`src/rtl/serial_divisible_by_3.sv`:
```
// Bit-serial, MSB-first divisibility-by-3 checker. It tracks the running remainder mod 3 and reports it one cycle after the last bit.
// The word is accepted on WIDTH beats after start. There is no backpressure: bit_valid_i gaps simply stall the word.
module serial_divisible_by_3 #(
  parameter int WIDTH = 4
) (
  input  logic                         clk_i,
  input  logic                         rst_i,
  input  logic                         start_i,
  input  logic                         bit_valid_i,
  input  logic                         bit_i,
  output logic                         busy_o,
  output logic                         done_o,
  output logic [1:0]                   rem_o,
  output logic                         y_o,
  output logic [$clog2(WIDTH+1)-1:0]   count_o
);

  localparam int CW = $clog2(WIDTH + 1);
  localparam logic [CW-1:0] LAST = CW'(WIDTH - 1);

  typedef enum logic [1:0] {IDLE, SHIFT, DONE} state_t;

  state_t     state;
  logic [1:0] r;
  logic [1:0] next_r;

  // Appending a bit doubles the value and adds the bit, so r' = (2r + b) mod 3.
  always_comb begin
    next_r = 2'd0;
    case (r)
      2'd0:    next_r = bit_i ? 2'd1 : 2'd0;
      2'd1:    next_r = bit_i ? 2'd0 : 2'd2;
      2'd2:    next_r = bit_i ? 2'd2 : 2'd1;
      default: next_r = 2'd0;
    endcase
  end

  always_ff @(posedge clk_i or posedge rst_i) begin
    if (rst_i) begin
      state   <= IDLE;
      busy_o  <= 1'b0;
      done_o  <= 1'b0;
      rem_o   <= 2'd0;
      y_o     <= 1'b0;
      count_o <= '0;
      r       <= 2'd0;
    end else begin
      done_o <= 1'b0;
      case (state)
        IDLE: begin
          if (start_i) begin
            state   <= SHIFT;
            busy_o  <= 1'b1;
            r       <= 2'd0;
            count_o <= '0;
          end
        end
        SHIFT: begin
          if (start_i) begin
            r       <= 2'd0;
            count_o <= '0;
          end else if (bit_valid_i) begin
            r       <= next_r;
            count_o <= count_o + CW'(1);
            if (count_o == LAST) begin
              state  <= DONE;
              busy_o <= 1'b0;
              done_o <= 1'b1;
              rem_o  <= next_r;
              y_o    <= (next_r == 2'd0);
            end
          end
        end
        DONE: begin
          if (start_i) begin
            state   <= SHIFT;
            busy_o  <= 1'b1;
            r       <= 2'd0;
            count_o <= '0;
          end else begin
            state <= IDLE;
          end
        end
        default: begin
          state  <= IDLE;
          busy_o <= 1'b0;
        end
      endcase
    end
  end

endmodule

```
`config.mk`:
```
export PLATFORM = sky130hd
export DESIGN_NAME = serial_divisible_by_3
export DESIGN_NICKNAME = d
export VERILOG_FILES = /design/src/rtl/serial_divisible_by_3.sv
export SDC_FILE = /design/constraint.sdc
export NUM_CORES = 1
export LEC_CHECK = 0
export BUFFER_PORTS_ARGS = -buffer_cell sky130_fd_sc_hd__buf_2
export CAP_MARGIN = 20
export CORE_AREA = 2 2 39 41
export CTS_BUF_LIST = sky130_fd_sc_hd__clkbuf_8
export CTS_CLUSTER_DIAMETER = 120
export CTS_CLUSTER_SIZE = 10
export DETAILED_ROUTE_END_ITERATION = 6
export DIE_AREA = 0 0 41 43
export PLACE_DENSITY_LB_ADDON = 0.2
export RECOVER_POWER = 100
export SYNTH_ARGS = -nofsm -noshare
export SYNTH_HDL_FRONTEND = slang
export SYNTH_SLANG_ARGS = --single-unit
```
`constraint.sdc`:
```
create_clock -name clk_i -period 1.7 [get_ports clk_i]
set_clock_uncertainty 0.1 [all_clocks]
set_input_delay 0.085 -clock clk_i [delete_from_list [all_inputs] [get_ports clk_i]]
set_output_delay 0.085 -clock clk_i [all_outputs]
set_load 0.03 [all_outputs]
```
Word-level counts from Yosys, hierarchy flattened
Index checks and enable logic that the tools add are counted.

word-level totals
  register bits = 12
  input bits = 5
  output and inout port bits = 8
  logic and storage cells = 56

cells by class
  reduce and logical (&&, ||, !) cells = 9
  eq/ne operators = 11
  add/subtract/negate cells = 1
  bitwise gates (word level) = 1
  multiplexer cells = 27

operators with widths
  operator                                                                  count
  2-bit 2-to-1 mux                                                          9
  2-bit case mux with 3 select lines                                        2
  4-bit AND reduction                                                       3
  1-bit 2-to-1 mux                                                          10
  3-bit 2-to-1 mux                                                          3
  2-bit inequality test (second input constant)                             4
  2-bit zero test                                                           3
  3-bit case mux with 2 select lines                                        1
  2-bit by 1-bit == test with 1-bit output (second input constant)          2
  2-bit == test (second input constant)                                     2
  2-bit case mux with 2 select lines                                        1
  3-bit by 1-bit adder with 3-bit output (second input constant)            1
  3-bit by 2-bit == test with 1-bit output (second input constant)          1
  3-bit inequality test (second input constant)                             1
  3-bit AND reduction                                                       1
  2-bit by 1-bit inequality test with 1-bit output (second input constant)  1
  1-bit case mux with 2 select lines                                        1
  2-bit nonzero test                                                        1
  2-bit OR reduction                                                        1
  1-bit inverter                                                            1

Depth between registers and ports, before layout
  word-level depth = 5
  mapped depth = 5
  mapped depth without buffers = 5

Worst setup path after synthesis
OpenSTA, ideal clock, no wires.

  path type = register to register
  from = reg count_o[0]
  to = reg rem_o[1]
  stages on the path, launching flop included = 6
  buffers on the path = 0
  data arrival time = 1523 ps
  path slack = -47 ps
  setup time = 125 ps
  cell sequence = dfrtp_1 ha_1 ha_1 nand3_2 nor3_4 mux2_2

on the way
  word-level cells in the longest chain between the ends = 2

ends and longest elaborated chain
  what                                      RTL line  text
  from (decl)                               15        output logic [$clog2(WIDTH+1)-1:0] count_o
  from (signal assigned)                    64        count_o <= count_o + CW'(1);
  3-bit by 2-bit == test with 1-bit output  65        if (count_o == LAST) begin
  4-bit AND reduction (no source line)      n/a
  to (signal assigned)                      69        rem_o <= next_r;
  to (decl)                                 13        output logic [1:0] rem_o,

No other way between the ends.
A chain may end at the register's enable or synchronous reset.

Final worst setup path
  from = reg count_o[0]
  to = reg y_o

on the way
  word-level cells in the longest chain between the ends = 2

ends and longest elaborated chain
  what                                      RTL line  text
  3-bit by 2-bit == test with 1-bit output  65
  4-bit AND reduction (no source line)      n/a
  to (signal assigned)                      70        y_o <= (next_r == 2'd0);
  to (decl)                                 14        output logic y_o,

No other way between the ends.

==> metrics.yaml <==
dpl.hpwl_um: 718.6
cts.sinks: 12
leakage_uw: 0.0003457
initial_core_util_pct: 40.05
core_area_um2: 1384
dieHeight_um: 43
clk_pin_slew_worst_paths_ns: 0.05
layout-drive-gt1-share_pct: 23.08
drt_iter0_markers: 1
period_minus_slack_ns: 1.585
arrival_ns: 1.60
cp_max_fo: 4
pwr-share-comb_pct: 14.6
io-pin-count: 13
hp-class: "primary input to flip-flop"
routed_via_density: 5.148
internal_power_uw: 547.7
status: "complete, no violations"
antennaDiodeCount: 0
synthCells: 47
finalWirelength_um: 1052
cp-start-kind: "flip-flop"
whs_ns: 0.002883
reg2reg_from: "count_o[0]"
timing.fmax_mhz: 630.8
grt_max_degree: 13
dieArea_um2: 1763
num_rows: 14
yosysSeqAreaShare_pct: 54.18
die_x_um: 41
routedWlPerCell_um: 12.99
relSlewSlack_pct: 69.34
grt_pass1_wl_um: 1676
top_layer: "met4"
pre_cts_slack_ns: 0.07281
setup_tns_ns: 0
switchingPower_uw: 191.7
htreeDepth: 1
synth_top_cell_by_area: "dfrtp_1"
vias: 417
firstDrtPassIters: 2
rr_worst_depth: 5
p_clk_share_pct: 41.7
ys_top_cells_by_area: "dfrtp_1 (54%), a21oi_1 (5.4%), a21o_1 (5.4%), ha_1 (4.5%), mux2_2 (4.1%)"
grt_pass1_vias: 391
grt_overflow: 0
seqPwrFrac_pct: 43.7
syn-cell-area_um2: 554.3
setup_ws_ns: 0.1146
place.gp.congestion: 0.6693
fin_nets: 73
cts.path.max_buffers: 2
hold_viol_final: 0
antenna_left: 0
cts_tree: "built"
area_growth_pct: 32.05
antenna_found_initial: 0
wl_met3_um: 66
endpoint_kind: "flip-flop"
syn_area_per_cell_um2: 11.79
synth_fp_nets: 54
yosysWarningCount: 0
worstMarginPinSlew_ns: 0.4593
switching_share_pct: 25.92
design_area_um2: 732.0
wl_met2_um: 512
drcViolationCount: 0
critPathRequiredTime_ns: 1.72
finalCritPeriodShare_pct: 93.26
rsz0062_at_grt: "no"
timing.rr.end: "y_o"
ys_seq_elements: 12
maxSlewViolCount: 0
yosys.area.top_type_share_pct: 54.18
cts_root_buf: "clkbuf_8"
setup_viol: 0
worstSetupPathType: "flip-flop to flip-flop"
track_usage_pct: 15.09
met1_length_um: 456
vdd_drop_max_uv: 639.5
clk_latency_ns: 0.24
startpoint: "count_o[0]"
io_buffers: 12
power_density_nw_per_um2: 1010
cts_inserted_buffers: 3
reg2reg_slack_ns: 0.11
synth_cell_types: 19
setup.worst_path.end: "y_o"
cap_violations: 0
dpl_cell_area_um2: 636.9
-- per-layer routing --
metal	vias up	track usage (%)
met2	9	21.56
li1	202	-
met3	2	6.283
met1	204	18.58
met4	0	8.000
met5	-	0
-- logic make-up (layout without fill, tap and decap cells) --
kind of cell,count (synthesis),count (layout),share of synthesized area [%]
AOI/OAI and AO/OA,12,12,14.00
xor gates and xnor gates,2,2,3.161
adders and majority gates,2,2,4.514
buffers and inverters,3,21,2.031
DFF,12,12,54.18
muxes,3,3,6.094
and+or+nand+nor,13,13,16.03
-- power groups by stage --
stage	combinational, uW	sequential, uW	clock [uW]
floorplan	39.5	354	0
detailed placement	105	325	0
global placement	103	324	0
finish	108	323	309
CTS	108	321	323
global route	119	326	339
-- layout make-up --
type | count | area, um2
clock buffer | 4 | 55.05
fill | 134 | 651.9
inverter | 3 | 11.26
multi-input combinational | 32 | 275.3
sequential | 12 | 302.8
tap | 16 | 20.02
timing repair buffer | 14 | 67.56
-- worst max-delay path, stage by stage (launching register included) --
cell     delay (ns)
dfrtp_2        0.39
ha_4           0.14
ha_4           0.14
nand3_4        0.09
nor3_4         0.25
mux2_1         0.35
-- cell usage in the layout, fill, tap and decap left out, drive strengths merged --
cell type,synthesis,final
nand3,1,1
inv,3,3
nand4bb,1,1
ha,2,2
a21oi,6,6
nor2,3,3
buf,0,5
a21o,4,4
mux2,3,3
dfrtp,12,12
o2bb2ai,2,2
nand3b,1,1
clkbuf,0,12
dlygate4sd3,0,1
nand2,2,2
xor2,1,1
nand2b,1,1
xnor2,1,1
nor3,3,3
or3b,1,1
-- state kept, by name, indices dropped and copies added (netlist names) --
name and flops:
rem_o 2, state 2, r 2, count_o 3, done_o 1, busy_o 1
y_o 1
-- synth_stat cells (all sizes together) --
master / number
xor2: 1
o2bb2ai: 2
inv: 3
a21o: 4
nor3: 3
xnor2: 1
nand4bb: 1
dfrtp: 12
mux2: 3
or3b: 1
nand2b: 1
nand3: 1
nor2: 3
nand3b: 1
a21oi: 6
ha: 2
nand2: 2
-- stage by stage --
| stage | utilization (%) | instances | power [uW] |
|---|---|---|---|
| after floorplan | - | 47 | 393.7 |
| after global placement | 46.02 | 75 | 427.3 |
| after detailed placement | 46.02 | 75 | 429.2 |
| after CTS | 50.72 | 80 | 750.9 |
| after global routing | 52.89 | 81 | 783.8 |
| final | 52.89 | 81 | 739.3 |
-- worst min path at each step --
| stage | cells past startpoint | start | to |
|---|---|---|---|
| final | 2 | start_i | state[1] |
| after global placement | 2 | rst_i | busy_o |
| after floorplan | 1 | rst_i | busy_o |
| after global routing | 2 | start_i | state[1] |
| after detailed placement | 2 | rst_i | rem_o[0] |
| after CTS | 2 | start_i | state[1] |
-- timing repair --
action / CTS / global route
setup buffers: 0 / 1
hold buffers: 1 / 0
endpoints found under the hold margin: 12 / 0
gates resized for setup: 0 / 8
endpoints found under the setup margin: 0 / 3
Power figures use the tool's default switching activity.
